--- config.mk ---
export PLATFORM = sky130hd
export DESIGN_NAME = chunk_subtractor
export DESIGN_NICKNAME = d
export VERILOG_FILES = /design/src/rtl/chunk_subtractor.sv
export SDC_FILE = /design/constraint.sdc
export NUM_CORES = 1
export LEC_CHECK = 0
export ABC_CLOCK_PERIOD_IN_PS = 2300
export BUFFER_PORTS_ARGS = -buffer_cell sky130_fd_sc_hd__buf_2
export CAP_MARGIN = 20
export CELL_PAD_IN_SITES_DETAIL_PLACEMENT = 0
export CELL_PAD_IN_SITES_GLOBAL_PLACEMENT = 1
export CORE_ASPECT_RATIO = 1.25
export CORE_MARGIN = 8
export CORE_UTILIZATION = 37
export DETAILED_ROUTE_END_ITERATION = 8
export GPL_TIMING_DRIVEN = 1
export PLACE_DENSITY = 0.87
export SLEW_MARGIN = 10
export SYNTH_ARGS = -nofsm -noshare
export SYNTH_HDL_FRONTEND = slang
export SYNTH_SLANG_ARGS = --single-unit
--- constraint.sdc ---
create_clock -name clk -period 2.3 [get_ports clk]
set_clock_uncertainty 0.05 [all_clocks]
set_input_delay 0.46 -clock clk [delete_from_list [all_inputs] [get_ports clk]]
set_output_delay 0.46 -clock clk [all_outputs]
set_load 0.02 [all_outputs]
--- src/rtl/chunk_subtractor.sv ---
// -----------------------------------------------------------------------------
// chunk_subtractor
//   Multi-cycle N-bit subtractor computing D = A - B - Bin (mod 2^N) using one
//   W-bit subtract per cycle over K = N/W chunks, least significant chunk
//   first. Operands are taken on an in_valid/in_ready handshake. The result
//   is held on an out_valid/out_ready handshake.
//   N must be an integer multiple of W. K = 1 (W = N) is legal.
//
//   Latency: out_valid rises exactly K+1 clk edges after the accepting edge.
//   These are K RUN edges plus one DONE edge that publishes out_valid.
//
// Optional feature (macro CHUNK_SUB_OVF_EN): adds output V. V is the signed
//   overflow flag: sign(A) != sign(B) and sign(D) != sign(A).
//
// Ports
//   clk        in   rising-edge clock
//   rst_n      in   asynchronous active-low reset
//   in_valid   in   operands present
//   in_ready   out  block accepts operands (IDLE only)
//   A, B       in   N-bit minuend / subtrahend
//   Bin        in   borrow-in
//   out_valid  out  result present (DONE only)
//   out_ready  in   consumer accepts result
//   D          out  N-bit difference
//   Bout       out  borrow-out (A < B + Bin, unsigned)
//   Z          out  D == 0
//   V          out  signed overflow (only with CHUNK_SUB_OVF_EN)
// -----------------------------------------------------------------------------
module chunk_subtractor #(
    parameter int N = 32,
    parameter int W = 8
) (
    input  logic         clk,
    input  logic         rst_n,
    input  logic         in_valid,
    output logic         in_ready,
    input  logic [N-1:0] A,
    input  logic [N-1:0] B,
    input  logic         Bin,
    output logic         out_valid,
    input  logic         out_ready,
    output logic [N-1:0] D,
    output logic         Bout,
    output logic         Z
`ifdef CHUNK_SUB_OVF_EN
    ,
    output logic         V
`endif
);

    localparam int K  = N / W;
    localparam int KW = (K > 1) ? $clog2(K) : 1;

    typedef enum logic [1:0] {IDLE, RUN, DONE} state_t;

    state_t        state_q, state_d;
    logic [KW-1:0] k_q, k_d;
    logic          borrow_q, borrow_d;
    logic [N-1:0]  a_q, a_d;
    logic [N-1:0]  b_q, b_d;
    logic [N-1:0]  d_q, d_d;
    logic          bout_q, bout_d;
    logic          z_q, z_d;
    logic          valid_q, valid_d;
    // Low through reset and for the cycle it releases; keeps in_ready at 0
    // until the first edge after rst_n deasserts.
    logic          live_q;
    logic [W:0]    chunk_diff;

`ifdef CHUNK_SUB_OVF_EN
    logic          sign_a_q, sign_a_d;
    logic          sign_b_q, sign_b_d;
    logic          v_q, v_d;
`endif

    // The operand registers shift right by W every RUN cycle. The current
    // chunk is therefore always in the low W bits. The extra top bit of the
    // (W+1)-bit subtract is the chunk borrow.
    assign chunk_diff = {1'b0, a_q[W-1:0]} - {1'b0, b_q[W-1:0]} - {{W{1'b0}}, borrow_q};

    always_comb begin
        // NOTE: every signal gets its hold value first, so no path through
        // the case leaves one unassigned and no latch is inferred.
        state_d  = state_q;
        k_d      = k_q;
        borrow_d = borrow_q;
        a_d      = a_q;
        b_d      = b_q;
        d_d      = d_q;
        bout_d   = bout_q;
        z_d      = z_q;
        valid_d  = valid_q;
`ifdef CHUNK_SUB_OVF_EN
        sign_a_d = sign_a_q;
        sign_b_d = sign_b_q;
        v_d      = v_q;
`endif
        case (state_q)
            IDLE: begin
                if (in_valid && in_ready) begin
                    a_d      = A;
                    b_d      = B;
                    borrow_d = Bin;
                    k_d      = '0;
                    state_d  = RUN;
`ifdef CHUNK_SUB_OVF_EN
                    sign_a_d = A[N-1];
                    sign_b_d = B[N-1];
`endif
                end
            end
            RUN: begin
                d_d[k_q*W +: W] = chunk_diff[W-1:0];
                borrow_d        = chunk_diff[W];
                a_d             = a_q >> W;
                b_d             = b_q >> W;
                k_d             = k_q + 1'b1;
                if (k_q == KW'(K - 1)) begin
                    k_d     = '0;
                    bout_d  = chunk_diff[W];
                    z_d     = (d_d == '0);
                    state_d = DONE;
`ifdef CHUNK_SUB_OVF_EN
                    // The last chunk's top bit is the sign of D.
                    v_d = (sign_a_q != sign_b_q) && (chunk_diff[W-1] != sign_a_q);
`endif
                end
            end
            DONE: begin
                // The first DONE cycle only raises out_valid. This is where the
                // extra latency edge comes from.
                if (!valid_q) begin
                    valid_d = 1'b1;
                end else if (out_ready) begin
                    valid_d = 1'b0;
                    state_d = IDLE;
                end
            end
            default: state_d = IDLE;
        endcase
    end

    // NOTE: state registers use non-blocking assignments so every flop
    // samples the values from before the edge, whatever the block order.
    always_ff @(posedge clk or negedge rst_n) begin
        if (!rst_n) begin
            state_q  <= IDLE;
            k_q      <= '0;
            borrow_q <= 1'b0;
            a_q      <= '0;
            b_q      <= '0;
            d_q      <= '0;
            bout_q   <= 1'b0;
            z_q      <= 1'b1;
            valid_q  <= 1'b0;
            live_q   <= 1'b0;
`ifdef CHUNK_SUB_OVF_EN
            sign_a_q <= 1'b0;
            sign_b_q <= 1'b0;
            v_q      <= 1'b0;
`endif
        end else begin
            state_q  <= state_d;
            k_q      <= k_d;
            borrow_q <= borrow_d;
            a_q      <= a_d;
            b_q      <= b_d;
            d_q      <= d_d;
            bout_q   <= bout_d;
            z_q      <= z_d;
            valid_q  <= valid_d;
            live_q   <= 1'b1;
`ifdef CHUNK_SUB_OVF_EN
            sign_a_q <= sign_a_d;
            sign_b_q <= sign_b_d;
            v_q      <= v_d;
`endif
        end
    end

    assign in_ready  = (state_q == IDLE) && live_q;
    assign out_valid = valid_q;
    assign D         = d_q;
    assign Bout      = bout_q;
    assign Z         = z_q;
`ifdef CHUNK_SUB_OVF_EN
    assign V         = v_q;
`endif

endmodule

# Word level (Yosys, flattened, before mapping)
# Index checks and enable logic that the tools add are counted.
classes:
  n_shift: 2
  add_sub_neg: 4
  n_eq_ne: 7
  n_bitwise: 0
  div_mod_pow: 0
  n_mux: 17
  n_reduce_logical: 8
  mul: 0
  order_cmp: 0
op_table:
  columns: ["operator", "count"]
  rows:
  - ["$pmux W32 S2", 2]
  - ["$mux W32", 2]
  - ["$neg A5 Y34", 1]
  - ["$shift A8 B34 Y32 const A", 1]
  - ["$shiftx A8 B34 Y32", 1]
  - ["$bwmux W32", 1]
  - ["$logic_not A32 Y1", 1]
  - ["$mux W2", 6]
  - ["$sub A8 B8 Y9", 1]
  - ["$sub A9 B1 Y9", 1]
  - ["$ne A2 B2 Y1 const B", 4]
  - ["$pmux W2 S3", 1]
  - ["$eq A2 B2 Y1 const B", 2]
  - ["$pmux W2 S2", 1]
  - ["$reduce_and A2 Y1", 2]
  - ["$reduce_and A4 Y1", 1]
  - ["$mux W1", 3]
  - ["$add A2 B1 Y2 const B", 1]
  - ["$eq A2 B1 Y1 const B", 1]
  - ["$logic_and A1 B1 Y1", 2]
  - ["$logic_not A2 Y1", 1]
  - ["$pmux W1 S2", 1]
  - ["$reduce_bool A2 Y1", 1]
word_totals:
  memories: 0
  ramBits: 0
  latchBits: 0
  output_inout_bits: 36
  in_bits: 69
  romBits: 0
  wordCells: 48
  ff_bits: 105

# Depth between registers and ports, before layout
# Gate-level depths: netlist (run 1).
logic_depth:
  depth_word: 5
  ltp_mapped: 10
  mapped_depth_nobuf: 10

# Least setup slack after synthesis (run 1)
# OpenSTA, ideal clock, no wires.
synth_path:
  path_kind: "reg2reg"
  from: "register borrow_q"
  to: "register z_q (netlist: Z)"
  setup_ps: 86
  period_less_slack_ps: 2381
  stages_incl_launch_ff: 11
  required_time_ps: 2164
  path_slack_ps: -81
  path_buffers: 0
  t_arrival_ps: 2245
  path_cell_list: "dfrtp_1 > inv_1 > fa_1 > inv_1 > fa_1 > a21boi_0 > o22ai_2 > xnor2_2 > nor4_4 > a21boi_1 > o31ai_2"
synth_between:
  elab_chain_len: 4
synth_lines:
  columns: ["element", "line_no", "source"]
  rows:
  - ["from (decl)", "58", "logic borrow_q, borrow_d;"]
  - ["from (signal assigned)", "165", "borrow_q <= borrow_d;"]
  - ["$sub A9 B1 Y9", "79", "assign chunk_diff = {1'b0, a_q[W-1:0]} - {1'b0, b_q[W-1:0]} - {{W{1'b0}}, borrow_q};"]
  - ["$shiftx A8 B34 Y32", "113", "d_d[k_q*W +: W] = chunk_diff[W-1:0];"]
  - ["$bwmux W32", "113", null]
  - ["$logic_not A32 Y1", "121", "z_d = (d_d == '0);"]
  - ["to (signal assigned)", "170", "z_q <= z_d;"]
  - ["to (decl)", "63", "logic z_q, z_d;"]
# No other way between the ends.
# A chain may end at the register's enable or synchronous reset.

# Worst setup path in the final report (run 1)
# Same ends and word-level chain as after synthesis.

==> qor.txt, run 1 <==
Status -> finished, violations left
Violated checks -> setup timing
CTS max path bufs -> 2
Proportion of synthesized chip area in sequential cells -> 54.4%
Syn_area_per_cell -> 9.54 um^2
Crit path DAT -> 2620 ps
CP Capture Type -> flip-flop
Relative slew slack -> 54.0%
Worst skew pair latency -> 350 ps
Fin area -> 6230 um^2
I/O pins -> 105
DP HPWL -> 9630 um
Synth Area in XOR/XNOR -> 1.60%
GR Util All Layers -> 16.0%
Wirelength, routed -> 13200 um
Nets@finish -> 723
Worst hold path class -> in -> async
CTS root buf -> clkbuf_16
IO buf count -> 104
Maximum clock rate -> 0.416 GHz
Setup Crit Path Kind -> reg -> reg
Vias per cell -> 5.06
Grt ovf -> 0
Synthesized instance count -> 507
Async set or reset register ratio after synthesis -> 100%
P&R area growth vs syn -> 28.9%
Pre-antenna DRT Iters -> 5
Core Util, Final -> 49.0%
Post-DRT Antenna Nets -> 0
CP cell instances -> inv_2 -> fa_2 -> inv_2 -> ha_4 -> o21ai_2 -> nand3b_1 -> xor2_2 -> nor4_4 -> a21boi_2 -> o31ai_2
Ys flop type -> dfrtp_1
Post-route setup slack -> -103 ps
Starting Density -> 38.0%
Reg-to-reg endpoint -> Z
Synth cell types -> 44
# Max-Cap Violations -> 0
Largest stage delay, worst path -> 580 ps
Mux contribution to synthesized area -> 0.207%
Critical Path Source -> borrow_q
Worst-Margin Slew -> 688 ps
DRT iter0 DRCs -> 252
Area after DPL -> 5730 um^2
Final period util -> 104%
Drt drc -> 0
Hold-fix buffers, CTS -> 0
Die height -> 144 um
Clock sink total -> 105
RSZ-0062 raised after global routing -> yes
GPL Wtd Cong -> 0.853
Net Count, Synth -> 598
Total die area -> 17000 um^2
CP max stage cell -> fa_2
Largest net degree at the start of global routing -> 42
Yosys warns -> 0
Compound-Gate Fraction of Synth Area -> 17.6%
Final-report setup violation count -> 5
Number of enable flip-flop cells after synthesis -> 0
FF-to-FF path depth -> 10
Crit path time final -> 2400 ps
Routed len/inst -> 16.3 um
Vias in the first global route -> 4424
First-pass GRT wire length -> 21800 um
Row count -> 46
Crit Reg-Reg Startpoint -> borrow_q
Layout cells sized above 1 -> 29.8%
Setup WS pre-CTS -> -294 ps
Synth Area in Simple Gates -> 16.0%
Setup slack, reg-to-reg -> -100 ps
TritonCTS clock tree -> done
CP Data Required Time -> 2520 ps
Reg clk slew, reported paths -> 70 ps
Initial antenna violation count -> 2
Post-Syn Area -> 4830 um^2
Post-Synth Adder-Cell Area -> 6.00%
Chip width -> 118 um
Slew Viols, Final -> 0
Fillers -> 1193
Cell mode on critical path -> inv_2
Core area -> 12700 um^2
Vias after detailed routing -> 4076
Yosys reg bits -> 105
Worst setup SP type -> flip-flop
Final Hold Violating Endpoints -> 0
H-tree levels -> 3
Largest family of logic cells by synthesized area -> compound AO/OA/AOI/OAI gates
Worst hold slack -> 54.0 ps
Critical-path maximum fanout -> 2
CTS Buf Count -> 9
-- flip-flops by register name (all words and copies together), names as in the netlist --
signal     flops
Z              1
k_q            2
borrow_q       1
live_q         1
state_q        2
out_valid      1
Bout           1
a_q           32
b_q           32
D             32
-- worst max-delay path by stage --
stage             to  slack, ps  cells after the start
2_1_floorplan      Z          4                     10
3_3_place_gp       Z        -40                     10
3_5_place_dp   D[15]       -290                      9
4_1_cts            Z        -80                     10
5_1_grt            Z       -200                     10
6_report           Z       -100                     10
-- synth_stat cells, types with 2 or more instances --
cell | n | share of area (%)
dfrtp_1 | 104 | 54
nor2_1 | 84 | 6.5
nand2_1 | 69 | 5.4
o22ai_1 | 50 | 6.5
o21ai_0 | 44 | 4.6
inv_1 | 30 | 2.3
ha_1 | 20 | 5.2
clkbuf_1 | 19 | 1.5
a21oi_1 | 15 | 1.6
a22o_1 | 8 | 1.4
nor3_1 | 7 | 0.72
nor4_1 | 6 | 0.78
a22o_2 | 4 | 0.83
or3_1 | 4 | 0.52
xnor2_1 | 4 | 0.72
xor2_1 | 3 | 0.54
a21boi_0 | 2 | 0.31
a22oi_1 | 2 | 0.31
and2_1 | 2 | 0.26
buf_1 | 2 | 0.16
fa_1 | 2 | 0.83
nand3b_1 | 2 | 0.31
nor4b_1 | 2 | 0.36
o31ai_1 | 2 | 0.31
-- layout make-up --
cell class,count,area [um^2],share of cell area [%]
timing repair buffer,136,788,12.7
clock inverter,7,83.8,1.35
sequential,105,2630,42.2
clock buffer,9,225,3.61
inverter,30,113,1.81
tap,168,210,3.37
antenna,1,2.50,0.0402
multi-input combinational,350,2180,35.0
-- cells in the final DEF (no fill, tap or decap), drive strengths merged, types with 2 or more instances in the layout --
cell,n
o21ai,44
nor4,7
xnor2,5
a21oi,15
nor2,84
and2,2
clkbuf,9
fa,2
nor3,7
nor4b,2
xor2,3
o31ai,3
a22oi,2
a22o,12
buf,136
nand2,69
dfrtp,104
inv,34
or3,4
nand3b,2
a21boi,3
o22ai,51
ha,20
-- through the flow --
stage	cells	TNS (ps)
floorplan	507	0
global placement	785	-99.7
detailed placement	785	-1240
CTS	803	-79.4
global route	805	-996
finish	806	-277
-- per-layer routing --
layer / vias to the layer above / track usage (%) / wire length, um
li1: 2005 / - / -
met1: 1901 / 18.5 / 5440
met2: 145 / 26.8 / 6410
met3: 21 / 5.18 / 1080
met4: 4 / 6.55 / 206
met5: - / 0 / 16
-- repair_timing --
action,in CTS,in global routing
endpoints found under the setup margin,8,15
resized for setup,18,26
pin swaps,9,18
gates cloned,0,0
buffers inserted,3,3
hold endpoints to repair,0,0
-- critical path, delay by kind of cell (launching register included) --
| family | cells | cell delay [ps] |
|---|---|---|
| AO/OA/AOI/OAI | 3 | 480 |
| XOR/XNOR | 1 | 190 |
| adder cells (fa/ha/maj) | 2 | 720 |
| buffers and inverters | 2 | 100 |
| flip-flops | 1 | 370 |
| AND/OR/NAND/NOR | 2 | 420 |
-- cells by family after synthesis --
logic type	count (synthesis)
flops	105
compound gates	136
xor+xnor	8
other cells	1
mux	1
buf+inv	52
fa+ha+maj	22
simple gates	182
Power of run 1 is not shown: default switching activity piles up to over one toggle a cycle in this logic, so the estimate is an artifact.
==> run 2, diff against run 1 <==
- CORE_UTILIZATION: 37 -> 30
- PLACE_DENSITY: 0.87 -> 0.74
==> qor.txt, run 2 (same netlist as run 1, synthesis figures left out) <==
Post-DRT Antenna Nets -> 0 (unchanged)
GR Util All Layers -> 13.2% (was 16.0%)
GPL Wtd Cong -> 0.807 (was 0.853)
Final Non-Filler Cells -> 857 (was 806)
TritonCTS clock tree -> done (unchanged)
Nets@finish -> 728 (was 723)
Drt drc -> 0 (unchanged)
Vias per cell -> 4.76 (was 5.06)
CTS max path bufs -> 2 (unchanged)
Initial antenna violation count -> 3 (was 2)
H-tree levels -> 3 (unchanged)
Core area -> 16000 um^2 (was 12700 um^2)
Critical-path maximum fanout -> 4 (was 2)
Cell area power density -> 1940 nW/um^2
CP Data Required Time -> 2490 ps (was 2520 ps)
Grt ovf -> 0 (unchanged)
Leakage power -> 2.99 nW
I/O pins -> 105 (unchanged)
Largest net degree at the start of global routing -> 45 (was 42)
Crit path time final -> 2360 ps (was 2400 ps)
Total die area -> 20500 um^2 (was 17000 um^2)
First-pass GRT wire length -> 21100 um (was 21800 um)
Violated checks -> setup timing (unchanged)
Worst-Margin Slew -> 663 ps (was 688 ps)
Worst setup SP type -> flip-flop (unchanged)
CP max stage cell -> dfrtp_1 (was fa_2)
CP Capture Type -> flip-flop (unchanged)
Largest stage delay, worst path -> 390 ps (was 580 ps)
Final period util -> 103% (was 104%)
Maximum VDD drop -> 0.000981 V
RSZ-0062 raised after global routing -> yes (unchanged)
CTS Buf Count -> 9 (unchanged)
IO buf count -> 104 (unchanged)
Cell mode on critical path -> buf_4 (was inv_2)
Crit path DAT -> 2550 ps (was 2620 ps)
DP HPWL -> 9960 um (was 9630 um)
Most common cell after layout, fill and taps aside -> dfrtp_1 (unchanged)
Die height -> 158 um (was 144 um)
Fillers -> 1638 (was 1193)
Starting Density -> 30.2% (was 38.0%)
Setup Crit Path Kind -> reg -> reg (unchanged)
Ant. Diodes -> 0 (was 1)
DRT iter0 DRCs -> 202 (was 252)
Final Hold Violating Endpoints -> 0 (unchanged)
CTS root buf -> clkbuf_16 (unchanged)
Worst skew pair latency -> 350 ps (about the same)
Slew Viols, Final -> 0 (unchanged)
Vias in the first global route -> 4165 (was 4424)
Pre-antenna DRT Iters -> 5 (unchanged)
Final-report setup violation count -> 5 (unchanged)
Status -> finished, violations left (unchanged)
Vias after detailed routing -> 4081 (was 4076)
Cells after DPL -> 833 (was 785)
Worst hold path class -> in -> reg (was in -> async)
Row count -> 52 (was 46)
Maximum clock rate -> 0.423 GHz (was 0.416 GHz)
Clock sink total -> 105 (unchanged)
Relative slew slack -> 55.6% (was 54.0%)
Post-route setup slack -> -61.6 ps (was -103 ps)
Layout cells sized above 1 -> 29.2% (was 29.8%)
Core Util, Final -> 39.2% (was 49.0%)
Routed len/inst -> 15.6 um (was 16.3 um)
Reg clk slew, reported paths -> 70 ps (about the same)
Commonest cells after routing, fill and taps aside -> dfrtp_1, buf_2, nor2_1 (unchanged)
CP cell instances -> ha_1 -> inv_1 -> ha_4 -> or3_4 -> o22ai_2 -> buf_4 -> xnor2_2 -> buf_4 -> buf_4 -> a22o_2 (was inv_2 -> fa_2 -> inv_2 -> ha_4 -> o21ai_2 -> nand3b_1 -> xor2_2 -> nor4_4 -> a21boi_2 -> o31ai_2)
# Max-Cap Violations -> 0 (unchanged)
CP top delay family -> buffers and inverters (was adder cells)
Chip width -> 130 um (was 118 um)
Wirelength, routed -> 13400 um (was 13200 um)
Setup_tns -> -274 ps (was -277 ps)
P&R area growth vs syn -> 29.9% (was 28.9%)
Bufs and invs on worst path -> 4 (was 2)
==> run 2: final timing paths <==
kind / startpoint / endpoint / slack (ps) / cells past startpoint
worst max-delay path: b_q[3] / D[22] / -60 / 10
worst min-delay path: B[29] / b_q[29] / 260 / 3
worst min register to register: b_q[12] / b_q[12] / 450 / 2
min in group asynchronous: rst_n / D[19] / 510 / 2
worst max register to register: b_q[3] / D[22] / -60 / 10
max in group asynchronous: rst_n / Z / 1030 / 3
==> run 2: layer usage <==
| layer | GRT usage [%] | part of all wire, % | up-vias |
|---|---|---|---|
| met5 | 0 | 0.23 | - |
| met4 | 5.43 | 1.7 | 6 |
| met3 | 4.52 | 8.3 | 20 |
| met2 | 21.0 | 45 | 126 |
| met1 | 16.1 | 45 | 1912 |
| li1 | - | - | 2017 |
==> run 2: tightest hold or removal path, stage by stage <==
cell     delay, ps
buf_2           80
nand2_1         40
o21ai_0         50
==> run 2: what timing repair did <==
action                     4_1_cts  5_1_grt
resized for setup               23        9
buffers inserted                 6        3
pin swaps                       17        9
hold buffers                     1        0
hold endpoints to repair        21        0
setup endpoints to repair        6       18
==> run 2: per-stage QoR <==
step | power, mW | hold WS, ps | cell area [um^2] | setup slack, ps
2_1_floorplan | 7.16 | 114 | 4840 | 4.20
3_3_place_gp | 9.53 | 330 | 5790 | -163
3_5_place_dp | 9.71 | 337 | 5790 | -313
4_1_cts | 12.1 | 251 | 6240 | -88.6
5_1_grt | 13.1 | 262 | 6280 | -148
6_report | 12.2 | 258 | 6280 | -61.6
==> run 2: final cells by class <==
type / count / area (um^2) / share of cell area (%)
clock buffer: 9 / 225 / 3.59
clock inverter: 6 / 67.6 / 1.08
inverter: 30 / 113 / 1.79
multi-input combinational: 350 / 2150 / 34.2
sequential: 105 / 2630 / 41.9
tap: 216 / 270 / 4.30
timing repair buffer: 141 / 828 / 13.2
==> run 2: report_power, final <==
group	total [mW]	switching, mW	internal [mW]
Combinational	7.55	4.23	3.32
Sequential	3.11	0.471	2.64
Clock	1.55	0.704	0.842
Total	12.2	5.41	6.81
Note: power is estimated with default switching activity, not from simulation.
==> run 3, diff against run 2 <==
- SETUP_SLACK_MARGIN: default -> 0.2
==> qor.txt, run 3 (same netlist as run 1, synthesis figures left out) <==
CTS max path bufs -> 2 (unchanged)
Wirelength, routed -> 13700 um (was 13400 um)
DRT iter0 DRCs -> 264 (was 202)
P&R area growth vs syn -> 32.9% (was 29.9%)
Final period util -> 112% (was 103%)
Row count -> 52 (unchanged)
Chip width -> 130 um (unchanged)
CP Data Required Time -> 2520 ps (was 2490 ps)
Routed len/inst -> 15.9 um (was 15.6 um)
Reg clk slew, reported paths -> 70 ps (about the same)
Post-route setup slack -> -274 ps (was -61.6 ps)
Core area -> 16000 um^2 (unchanged)
Post-DRT Antenna Nets -> 0 (unchanged)
CTS Buf Count -> 9 (unchanged)
Core Util, Final -> 40.2% (was 39.2%)
CTS root buf -> clkbuf_16 (unchanged)
Most common cell after layout, fill and taps aside -> dfrtp_1 (unchanged)
Nets@finish -> 730 (was 728)
Setup Crit Path Kind -> reg -> reg (unchanged)
Worst hold path class -> in -> async (was in -> reg)
Die height -> 158 um (unchanged)
Hold-fix buffers, CTS -> 0 (was 1)
IO buf count -> 104 (unchanged)
Vias in the first global route -> 4400 (was 4165)
Crit path DAT -> 2790 ps (was 2550 ps)
Ant. Diodes -> 0 (unchanged)
Setup WS pre-CTS -> -255 ps (was -313 ps)
Final-report setup violation count -> 11 (was 5)
CP Capture Type -> flip-flop (unchanged)
First-pass GRT wire length -> 21900 um (was 21100 um)
Metal3 WL -> 1120 um (was 1110 um)
Cells after DPL -> 834 (was 833)
RSZ-0062 raised after global routing -> yes (unchanged)
Fillers -> 1627 (was 1638)
Status -> finished, violations left (unchanged)
Relative slew slack -> 51.8% (was 55.6%)
Multi-input logic area -> 2220 um^2 (was 2150 um^2)
Clock sink total -> 105 (unchanged)
TritonCTS clock tree -> done (unchanged)
Maximum clock rate -> 0.388 GHz (was 0.423 GHz)
Vias after detailed routing -> 4161 (was 4081)
Slew Viols, Final -> 0 (unchanged)
Worst-Margin Slew -> 721 ps (was 663 ps)
Violated checks -> setup timing (unchanged)
# Max-Cap Violations -> 0 (unchanged)
Crit path time final -> 2570 ps (was 2360 ps)
Worst skew pair latency -> 350 ps (about the same)
Largest net degree at the start of global routing -> 106 (was 45)
GR Util All Layers -> 13.8% (was 13.2%)
Critical-path maximum fanout -> 4 (unchanged)
Starting Density -> 30.2% (unchanged)
GPL Wtd Cong -> 0.814 (was 0.807)
Final Non-Filler Cells -> 860 (was 857)
Drt drc -> 0 (unchanged)
Grt ovf -> 0 (unchanged)
Initial antenna violation count -> 4 (was 3)
Register Area -> 2630 um^2 (unchanged)
Pre-antenna DRT Iters -> 4 (was 5)
Total die area -> 20500 um^2 (unchanged)
Worst hold slack -> 123 ps (was 258 ps)
Setup slack, reg-to-reg -> -270 ps (was -60 ps)
Commonest cells after routing, fill and taps aside -> dfrtp_1, buf_2, nor2_1 (unchanged)
Met1 Wirelength -> 5750 um (was 6030 um)
I/O pins -> 105 (unchanged)
Worst setup SP type -> flip-flop (unchanged)
DP HPWL -> 9860 um (was 9960 um)
Met2 routed WL -> 6490 um (was 6000 um)
Final Hold Violating Endpoints -> 0 (unchanged)
Layout cells sized above 1 -> 31.1% (was 29.2%)
Vias per cell -> 4.84 (was 4.76)
H-tree levels -> 3 (unchanged)
Max Used Layer -> met5 (unchanged)
[run 3: cell types whose count changed in the layout (fill, tap and decap cells not counted), sizes merged]
cell,previous run,this run
dlygate4sd3,1,0
clkinvlp,2,1
clkinv,2,3
buf,140,143
clkbuf,9,10
[run 3: final timing paths]
kind,start,end,depth (start not counted)
worst max-delay path,a_q[0],Z,8
worst min-delay path,rst_n,D[3],2
worst max register to register,a_q[0],Z,8
worst min register to register,a_q[18],a_q[18],2
max in group asynchronous,rst_n,b_q[13],2
min in group clk,B[29],b_q[29],3
[run 3: final cells by class]
cell class | instances | area share (%)
Sequential cell | 105 | 40.9
Multi-Input combinational cell | 350 | 34.5
Timing Repair Buffer | 143 | 13.9
Tap cell | 216 | 4.20
Clock buffer | 10 | 3.72
Inverter | 30 | 1.75
Clock inverter | 6 | 1.01
[run 3: routing by layer]
layer | vias to the layer above | track usage, %
li1 | 2019 | -
met1 | 1974 | 16.2
met2 | 129 | 22.5
met3 | 31 | 4.45
met4 | 8 | 5.99
met5 | - | 0
[run 3: repair_timing]
item                                    4_1_cts  5_1_grt
endpoints found under the setup margin       23       23
endpoints found under the hold margin         0        0
setup buffers                                 5        5
gates resized for setup                      35       20
pin swaps                                    15       12
[run 3: metrics by stage]
stage / area, um^2 / TNS (ps)
finish: 6430 / -2010
global route: 6430 / -2990
CTS: 6300 / -454
detailed placement: 5830 / -948
global placement: 5830 / -162
floorplan: 4850 / 0
[run 3: worst max-delay path: stages (launching register included)]
cell and delay [ps]:
dfrtp_1 400, fa_2 380, ha_1 230, nor4b_1 410, a22oi_2 160, buf_4 190
a311oi_4 280, a21boi_1 130, o31ai_2 260
Power of run 3 is left out for the same reason.
